==> config.mk <==
export PLATFORM = sky130hd
export DESIGN_NAME = fifo_wr_arbiter_flat
export DESIGN_NICKNAME = d
export VERILOG_FILES = /design/src/rtl/fifo_wr_arbiter_if.sv /design/src/rtl/fifo_wr_arbiter.sv /design/src/flat_wrapper.sv
export SDC_FILE = /design/constraint.sdc
export NUM_CORES = 1
export LEC_CHECK = 0
export CORE_MARGIN = 4
export CORE_UTILIZATION = 35
export CTS_CLUSTER_DIAMETER = 200
export CTS_CLUSTER_SIZE = 10
export DETAILED_ROUTE_END_ITERATION = 10
export PLACE_DENSITY = 0.82
export SLEW_MARGIN = 20
export SYNTH_ARGS = -nofsm -noshare
export SYNTH_HDL_FRONTEND = slang
export SYNTH_SLANG_ARGS = --single-unit
==> constraint.sdc <==
create_clock -name clk -period 1.7 [get_ports clk]
set_input_delay 0.17 -clock clk [delete_from_list [all_inputs] [get_ports clk]]
set_output_delay 0.17 -clock clk [all_outputs]
set_load 0.005 [all_outputs]
==> src/rtl/fifo_wr_arbiter_if.sv <==
// Write-port bundle between N_REQ producers, the arbiter and the FIFO write side.
//   req      : per-producer request, held while a word is presented
//   req_data : flattened producer words, producer i at [i*DW +: DW]
//   f        : FIFO full flag
//   WREQ/WD  : FIFO write request / write data
//   gnt      : one-hot current grant (zero when idle)
//   ack      : one-hot, producer whose word is written this cycle
//   busy     : arbiter is in a burst
interface fifo_wr_arbiter_if #(
    parameter int unsigned N_REQ = 4,
    parameter int unsigned DW    = 8
);
    logic [N_REQ-1:0]    req;
    logic [N_REQ*DW-1:0] req_data;
    logic                f;
    logic                WREQ;
    logic [DW-1:0]       WD;
    logic [N_REQ-1:0]    gnt;
    logic [N_REQ-1:0]    ack;
    logic                busy;

    // Arbiter side
    modport slave (
        input  req, req_data, f,
        output WREQ, WD, gnt, ack, busy
    );

    // Producer / FIFO side
    modport master (
        output req, req_data, f,
        input  WREQ, WD, gnt, ack, busy
    );
endinterface

==> src/rtl/fifo_wr_arbiter.sv <==
// Round-robin arbiter sharing one FIFO write port between N_REQ producers.
// Grants one producer per burst of up to MAX_BURST words, stalls on full.
//   clk : write-domain clock
//   rst : asynchronous active-high reset
//   bus : fifo_wr_arbiter_if slave (req/req_data/f in; WREQ/WD/gnt/ack/busy out)
module fifo_wr_arbiter #(
    parameter int unsigned N_REQ     = 4,
    parameter int unsigned DW        = 8,
    parameter int unsigned MAX_BURST = 4
) (
    input  logic                  clk,
    input  logic                  rst,
    fifo_wr_arbiter_if.slave      bus
);

    localparam int unsigned IW = (N_REQ > 1) ? $clog2(N_REQ) : 1;
    localparam int unsigned CW = $clog2(MAX_BURST) + 1;

    typedef enum logic {IDLE, BURST} state_t;

    state_t           r_state, w_state_nxt;
    logic [N_REQ-1:0] r_gnt,   w_gnt_nxt;
    logic [CW-1:0]    r_cnt,   w_cnt_nxt;
    logic [IW-1:0]    r_last,  w_last_nxt;

    logic             w_found;
    logic [IW-1:0]    w_sel;
    logic             w_req_g;
    logic             w_wr;

    // Index of base+off, wrapped modulo N_REQ
    function automatic logic [IW-1:0] wrap_idx(input logic [IW-1:0] base, input int unsigned off);
        return IW'((32'(base) + off) % N_REQ);
    endfunction

    // Round-robin search: first requester strictly after the last grant
    always_comb begin
        w_found = 1'b0;
        w_sel   = r_last;
        for (int unsigned k = 1; k <= N_REQ; k++) begin
            if (!w_found && bus.req[wrap_idx(r_last, k)]) begin
                w_found = 1'b1;
                w_sel   = wrap_idx(r_last, k);
            end
        end
    end

    // In BURST, r_last holds the granted index
    assign w_req_g = bus.req[r_last];
    assign w_wr    = (r_state == BURST) && w_req_g && !bus.f;

    assign bus.WREQ = w_wr;
    assign bus.WD   = w_wr ? bus.req_data[32'(r_last)*DW +: DW] : '0;
    assign bus.ack  = w_wr ? r_gnt : '0;
    assign bus.gnt  = r_gnt;
    assign bus.busy = (r_state == BURST);

    // State register
    always_ff @(posedge clk or posedge rst) begin
        if (rst) begin
            r_state <= IDLE;
            r_gnt   <= '0;
            r_cnt   <= '0;
            r_last  <= IW'(N_REQ - 1);
        end else begin
            r_state <= w_state_nxt;
            r_gnt   <= w_gnt_nxt;
            r_cnt   <= w_cnt_nxt;
            r_last  <= w_last_nxt;
        end
    end

    // Next-state logic
    always_comb begin
        w_state_nxt = r_state;
        w_gnt_nxt   = r_gnt;
        w_cnt_nxt   = r_cnt;
        w_last_nxt  = r_last;
        case (r_state)
            IDLE: begin
                if (w_found) begin
                    w_state_nxt = BURST;
                    w_gnt_nxt   = N_REQ'(1) << w_sel;
                    w_last_nxt  = w_sel;
                    w_cnt_nxt   = '0;
                end
            end
            BURST: begin
                // Withdrawal wins over a full stall; no write this cycle
                if (!w_req_g) begin
                    w_state_nxt = IDLE;
                    w_gnt_nxt   = '0;
                    w_cnt_nxt   = '0;
                end else if (w_wr) begin
                    if (r_cnt == CW'(MAX_BURST - 1)) begin
                        w_state_nxt = IDLE;
                        w_gnt_nxt   = '0;
                        w_cnt_nxt   = '0;
                    end else begin
                        w_cnt_nxt = r_cnt + CW'(1);
                    end
                end
            end
            default: begin
                w_state_nxt = IDLE;
                w_gnt_nxt   = '0;
                w_cnt_nxt   = '0;
            end
        endcase
    end

endmodule

==> src/flat_wrapper.sv <==
// flat-port wrapper written by rule: the top's interface ports become plain ports
module fifo_wr_arbiter_flat 
#(
    parameter int unsigned N_REQ     = 4,
    parameter int unsigned DW        = 8,
    parameter int unsigned MAX_BURST = 4
)
  (clk, rst, bus_req, bus_req_data, bus_f, bus_WREQ, bus_WD, bus_gnt, bus_ack, bus_busy);
  fifo_wr_arbiter_if #(.N_REQ(N_REQ), .DW(DW)) bus_i ();
  input  logic clk;
  input  logic rst;
  input wire logic [$bits(bus_i.req)-1:0] bus_req;
  input wire logic [$bits(bus_i.req_data)-1:0] bus_req_data;
  input wire logic [$bits(bus_i.f)-1:0] bus_f;
  output wire logic [$bits(bus_i.WREQ)-1:0] bus_WREQ;
  output wire logic [$bits(bus_i.WD)-1:0] bus_WD;
  output wire logic [$bits(bus_i.gnt)-1:0] bus_gnt;
  output wire logic [$bits(bus_i.ack)-1:0] bus_ack;
  output wire logic [$bits(bus_i.busy)-1:0] bus_busy;
  assign bus_i.req = bus_req;
  assign bus_i.req_data = bus_req_data;
  assign bus_i.f = bus_f;
  assign bus_WREQ = bus_i.WREQ;
  assign bus_WD = bus_i.WD;
  assign bus_gnt = bus_i.gnt;
  assign bus_ack = bus_i.ack;
  assign bus_busy = bus_i.busy;
  fifo_wr_arbiter #(.N_REQ(N_REQ), .DW(DW), .MAX_BURST(MAX_BURST)) u_core (.clk(clk), .rst(rst), .bus(bus_i));
endmodule
# Yosys cells after proc, flatten, opt, wreduce, memory -nomap -nowiden
# Index checks and enable logic that the tools add are counted.
# totals
ff_bits	10
inputBits	39
# classes
eq_ne	4
magnitude_cmp	5
addsub	5
reduce_logical	12
n_shift	2
bitwise	1
n_mux	35
# op_table
op	count
$shiftx 32x6->8	1
$mux 4	5
$lt 2x3->1 const B	5
$mux 1	13
$mux 3	4
$bmux 1 s2	5
$mux 2	4
$mux 8	1
$pmux 4 s2	1
$ne 3x3->1 const B	2
$pmux 3 s2	1
$logic_and 1x1->1	5
$add 2x1->2 const B	2
$add 2x2->2 const B	2
$logic_not 1->1	4
$reduce_and 2->1	2
$shl 1x2->4 const A	1
$add 3x1->3 const B	1
$eq 3x2->1 const B	1
$reduce_and 3->1	1
$ne 2x1->1 const B	1
$pmux 1 s2	1
$not 1->1	1

# Depth between registers and ports, before layout
# logic_depth
word_depth	16
ltp_mapped	5
depth_no_buf	5

# Worst setup path before layout
# Ideal clock, no wire load.
# synth_timing
path_type	reg-to-output
start	reg u_core.r_last[0]
end	out bus_WD[0]
arrival_ps	1416
path_stages_with_launch	4
setup_slack_ps	114
cell_sequence	dfstp_2 > buf_4 > mux4_2 > and2_1
# synth_via
elab_chain_cells	5
# synth_lines
item	line	rtl
from (decl)	fifo_wr_arbiter.sv:24	logic [IW-1:0] r_last, w_last_nxt;
from (signal assigned)	fifo_wr_arbiter.sv:64	r_last <= IW'(N_REQ - 1);
from (signal assigned)	fifo_wr_arbiter.sv:69	r_last <= w_last_nxt;
parallel branches: the longest is 4 deep, another holds $shiftx 32x6->8	--	
$mux 8 *	fifo_wr_arbiter.sv:53	assign bus.WD = w_wr ? bus.req_data[32'(r_last)*DW +: DW] : '0;
to (decl)	flat_wrapper.sv:16	output wire logic [$bits(bus_i.WD)-1:0] bus_WD;
# Mark *: on every way between the ends. The select of a mux whose other input is x is not followed.

# Final worst setup path
# layout_timing
start	reg u_core.r_last[0]
end	out bus_ack[1]
# layout_via
elab_chain_cells	5
# layout_lines
item	line	rtl
$bmux 1 s2	fifo_wr_arbiter.sv:49	assign w_req_g = bus.req[r_last];
$mux 1 (not written as such)	fifo_wr_arbiter.sv:49	
$logic_and 1x1->1 (2 in a row)	fifo_wr_arbiter.sv:50	assign w_wr = (r_state == BURST) && w_req_g && !bus.f;
$mux 4	fifo_wr_arbiter.sv:54	assign bus.ack = w_wr ? r_gnt : '0;
to (decl)	flat_wrapper.sv:18	output wire logic [$bits(bus_i.ack)-1:0] bus_ack;
# No other way between the ends. The select of a mux whose other input is x is not followed.

==> results.yml <==
floorplan:
  start_util_pct: 37.9
  core_um2: 2280
  rows: 17
  ioPinCount: 57
  die-width_um: 57.6
  die_area_um2: 3320
  die_h_um: 57.6
synthesis:
  ys_ff_latch: 10
  synth_fa_ha_area_share_pct: 1.45
  yosysWarnings: 0
  syn-instance-count: 82
  yosys.area.top_type: "dfrtp_1"
  synth-simple-area-share_pct: 20.9
  synth_seq_area_share_pct: 29.3
  synth-compound-area-share_pct: 19.4
  ys_types: 32
  synth.area.top_cells: "dfrtp_1 23%, mux4_2 21%, and2_1 8.7%"
  syn_area_um2: 862
  synthMuxAreaShare_pct: 23.2
  syn_area_per_cell_um2: 10.5
  yosysTopAreaCellShare_pct: 23.2
  synth_top_family_by_area: "multiplexers"
  syn-num-nets: 122
  synthXorXnorAreaFrac_pct: 0
clocking:
  cts.clk_slew.worst_paths_ns: 0.07
  cts_made_buffers: 3
  h-tree-depth: 1
  clk_path_buf_depth: 2
  cts_tree: "done"
  cts-root-buf: "clkbuf_4"
  clock_latency_ns: 0.27
  cts_sinks: 10
sta:
  tightest_slew_ns: 0.451
  post-route-min-period_ns: 2.09
  worst_slack_ns: -0.388
  tns_ns: -4.87
  rsz0062_at_grt: "true"
  setup_viol: 19
  timing.fmax_ghz: 0.479
  post-route-period-util_pct: 123
  skew_ns: 0.00279
  hold_viol_final: 0
  whs_ns: 0.179
  slew_headroom_pct: 69.7
  finalMaxSlewViolations: 0
status:
  status: "finished, violations left"
  violations: "setup timing"
pwr:
  internal_power_uw: 1600
  total_power_uw: 2510
  powerDensity_nw_per_um2: 1380
  p_leak_uw: 0.000779
  ir_worst_vdd_uv: 971
  p_sw_uw: 908
  p_seq_share_pct: 18.7
  pwr-share-clk_pct: 8.9
  p_sw_share_pct: 36.2
  power_frac_comb_pct: 72.4
job:
  max_cap_violations: 0
grt:
  grt_pass1_vias: 1121
  grt_pass1_wl_um: 5730
  grt_overflow: 0
  antenna_found_initial: 0
  grt_max_degree: 11
  grt_util_all_layers_pct: 22.5
critical_path:
  crit_fanout: 5
  timing.rr.start: "u_core.r_last[0]"
  worstSetupStartpoint: "u_core.r_last[0]"
  required_ns: 1.53
  reg2reg_to: "u_core.bus.gnt[0]"
  startpoint_type: "flip-flop"
  reg2reg_slack_ns: -0.14
  path_class: "reg2out"
  r2r_cells: 7
  end_kind: "output pin"
  arrival_ns: 1.92
finish:
  antenna_cells: 0
  nets: 207
  n_fill_cell: 124
  multiInputGateArea_um2: 662
  final_util_pct: 80.1
  regArea_um2: 253
  area_growth_pct: 111
  drive_gt1_share_pct: 46.4
place:
  place_ws_ns: -0.399
  place_congestion: 0.815
  io_buffer_count: 56
  hpwl_um: 2330
routing:
  initialDrtViolationCount: 18
  drc: 0
  num_vias: 1043
  viasPerCell: 5.38
  wire_per_inst_um: 19.2
  drt_wl_total_um: 3730
  antenna_left: 0
  dr.pass1.iters: 4
hold_path:
  hp-class: "in2async"
state kept, by name, indices dropped and copies added (netlist names):
| name | cells |
|---|---|
| u_core.bus.gnt | 4 |
| u_core.r_last | 2 |
| u_core.bus.busy | 1 |
| u_core.r_cnt | 3 |
logic make-up (layout without fill, tap and decap cells):
logic type               count (synthesis)  count (layout)
adder cells (fa/ha/maj)                  1               1
multiplexers                            10              10
buffers and inverters                   10              93
flip-flops                              10              10
AND/OR/NAND/NOR                         28              29
AO/OA/AOI/OAI                           23              23
worst max-delay path: stages (launching register included):
cell     delay, ns
dfstp_2       0.63
mux2i_2       0.28
o22a_2        0.26
nor2_4        0.08
buf_6         0.14
and2_4        0.15
buf_6         0.11
area by class of cell:
class,instances,area share [%]
Clock buffer,4,1.99
Timing Repair Buffer,82,44.5
Tap cell,28,1.92
Multi-Input combinational cell,63,36.3
Inverter,7,1.44
Sequential cell,10,13.9
power groups by stage:
stage | registers [uW] | logic [uW] | clock network, uW
after floorplan | 441 | 678 | 0
after global placement | 441 | 1220 | 0
after detailed placement | 445 | 1260 | 0
after CTS | 448 | 1680 | 225
after global routing | 483 | 1930 | 236
final | 469 | 1820 | 224
per-stage QoR:
stage          instance area (um2)  cells
4_1_cts                       1780    196
6_report                      1820    194
5_1_grt                       1820    194
3_3_place_gp                  1530    174
2_1_floorplan                  862     82
3_5_place_dp                  1530    174
metal layers:
layer  track usage, %  vias up  part of all wire, %
met5                0        -                    0
met2             39.4       64                   48
li1                 -      483                    -
met4             6.62        0                  1.2
met1             27.3      491                   42
met3             5.35        5                  9.1
synthesized netlist by cell type:
library cell and n:
a211o_1 1, a21bo_1 1, a21boi_1 1, a21oi_1 4
and2_1 12, buf_4 1, buf_6 1, clkbuf_1 1
dfrtp_1 8, dfstp_2 2, ha_1 1, inv_1 7
mux2i_1 2, mux4_2 8, nand2_1 1, nand2b_1 4
nand3_1 3, nand4_1 1, nor2_1 3, nor2_4 1
nor2b_1 1, nor3_1 1, nor4_4 1, o211a_1 1
o211ai_1 2, o21a_1 1, o21ai_0 3, o21ai_2 1
o21bai_1 1, o22a_2 1, o22ai_1 2, o2bb2ai_1 4
timing repair:
item                       in CTS  in global routing
gates resized for setup        89                 14
pin swaps                      19                 14
setup endpoints to repair      13                 22
hold buffers                    0                  0
buffers inserted               18                  3
gates cloned                    1                  0
how the worst max path moves through the flow:
| stage | to | depth (start not counted) |
|---|---|---|
| floorplan | bus_WD[0] | 3 |
| global placement | bus_ack[3] | 6 |
| detailed placement | bus_WD[5] | 6 |
| CTS | bus_ack[1] | 6 |
| global route | bus_WD[1] | 5 |
| finish | bus_ack[1] | 6 |
placed cells by master, fill, tap and decap left out, drive strengths merged, types with 4 or more instances in the layout:
cell,netlist,final
clkbuf,1,4
nor2,4,5
o2bb2ai,4,4
clkdlybuf4s50,0,43
inv,7,7
dfrtp,8,8
mux4,8,8
nand2b,4,4
a21oi,4,4
and2,12,12
o21ai,4,4
buf,2,39
(Power assumes the default switching activity.)
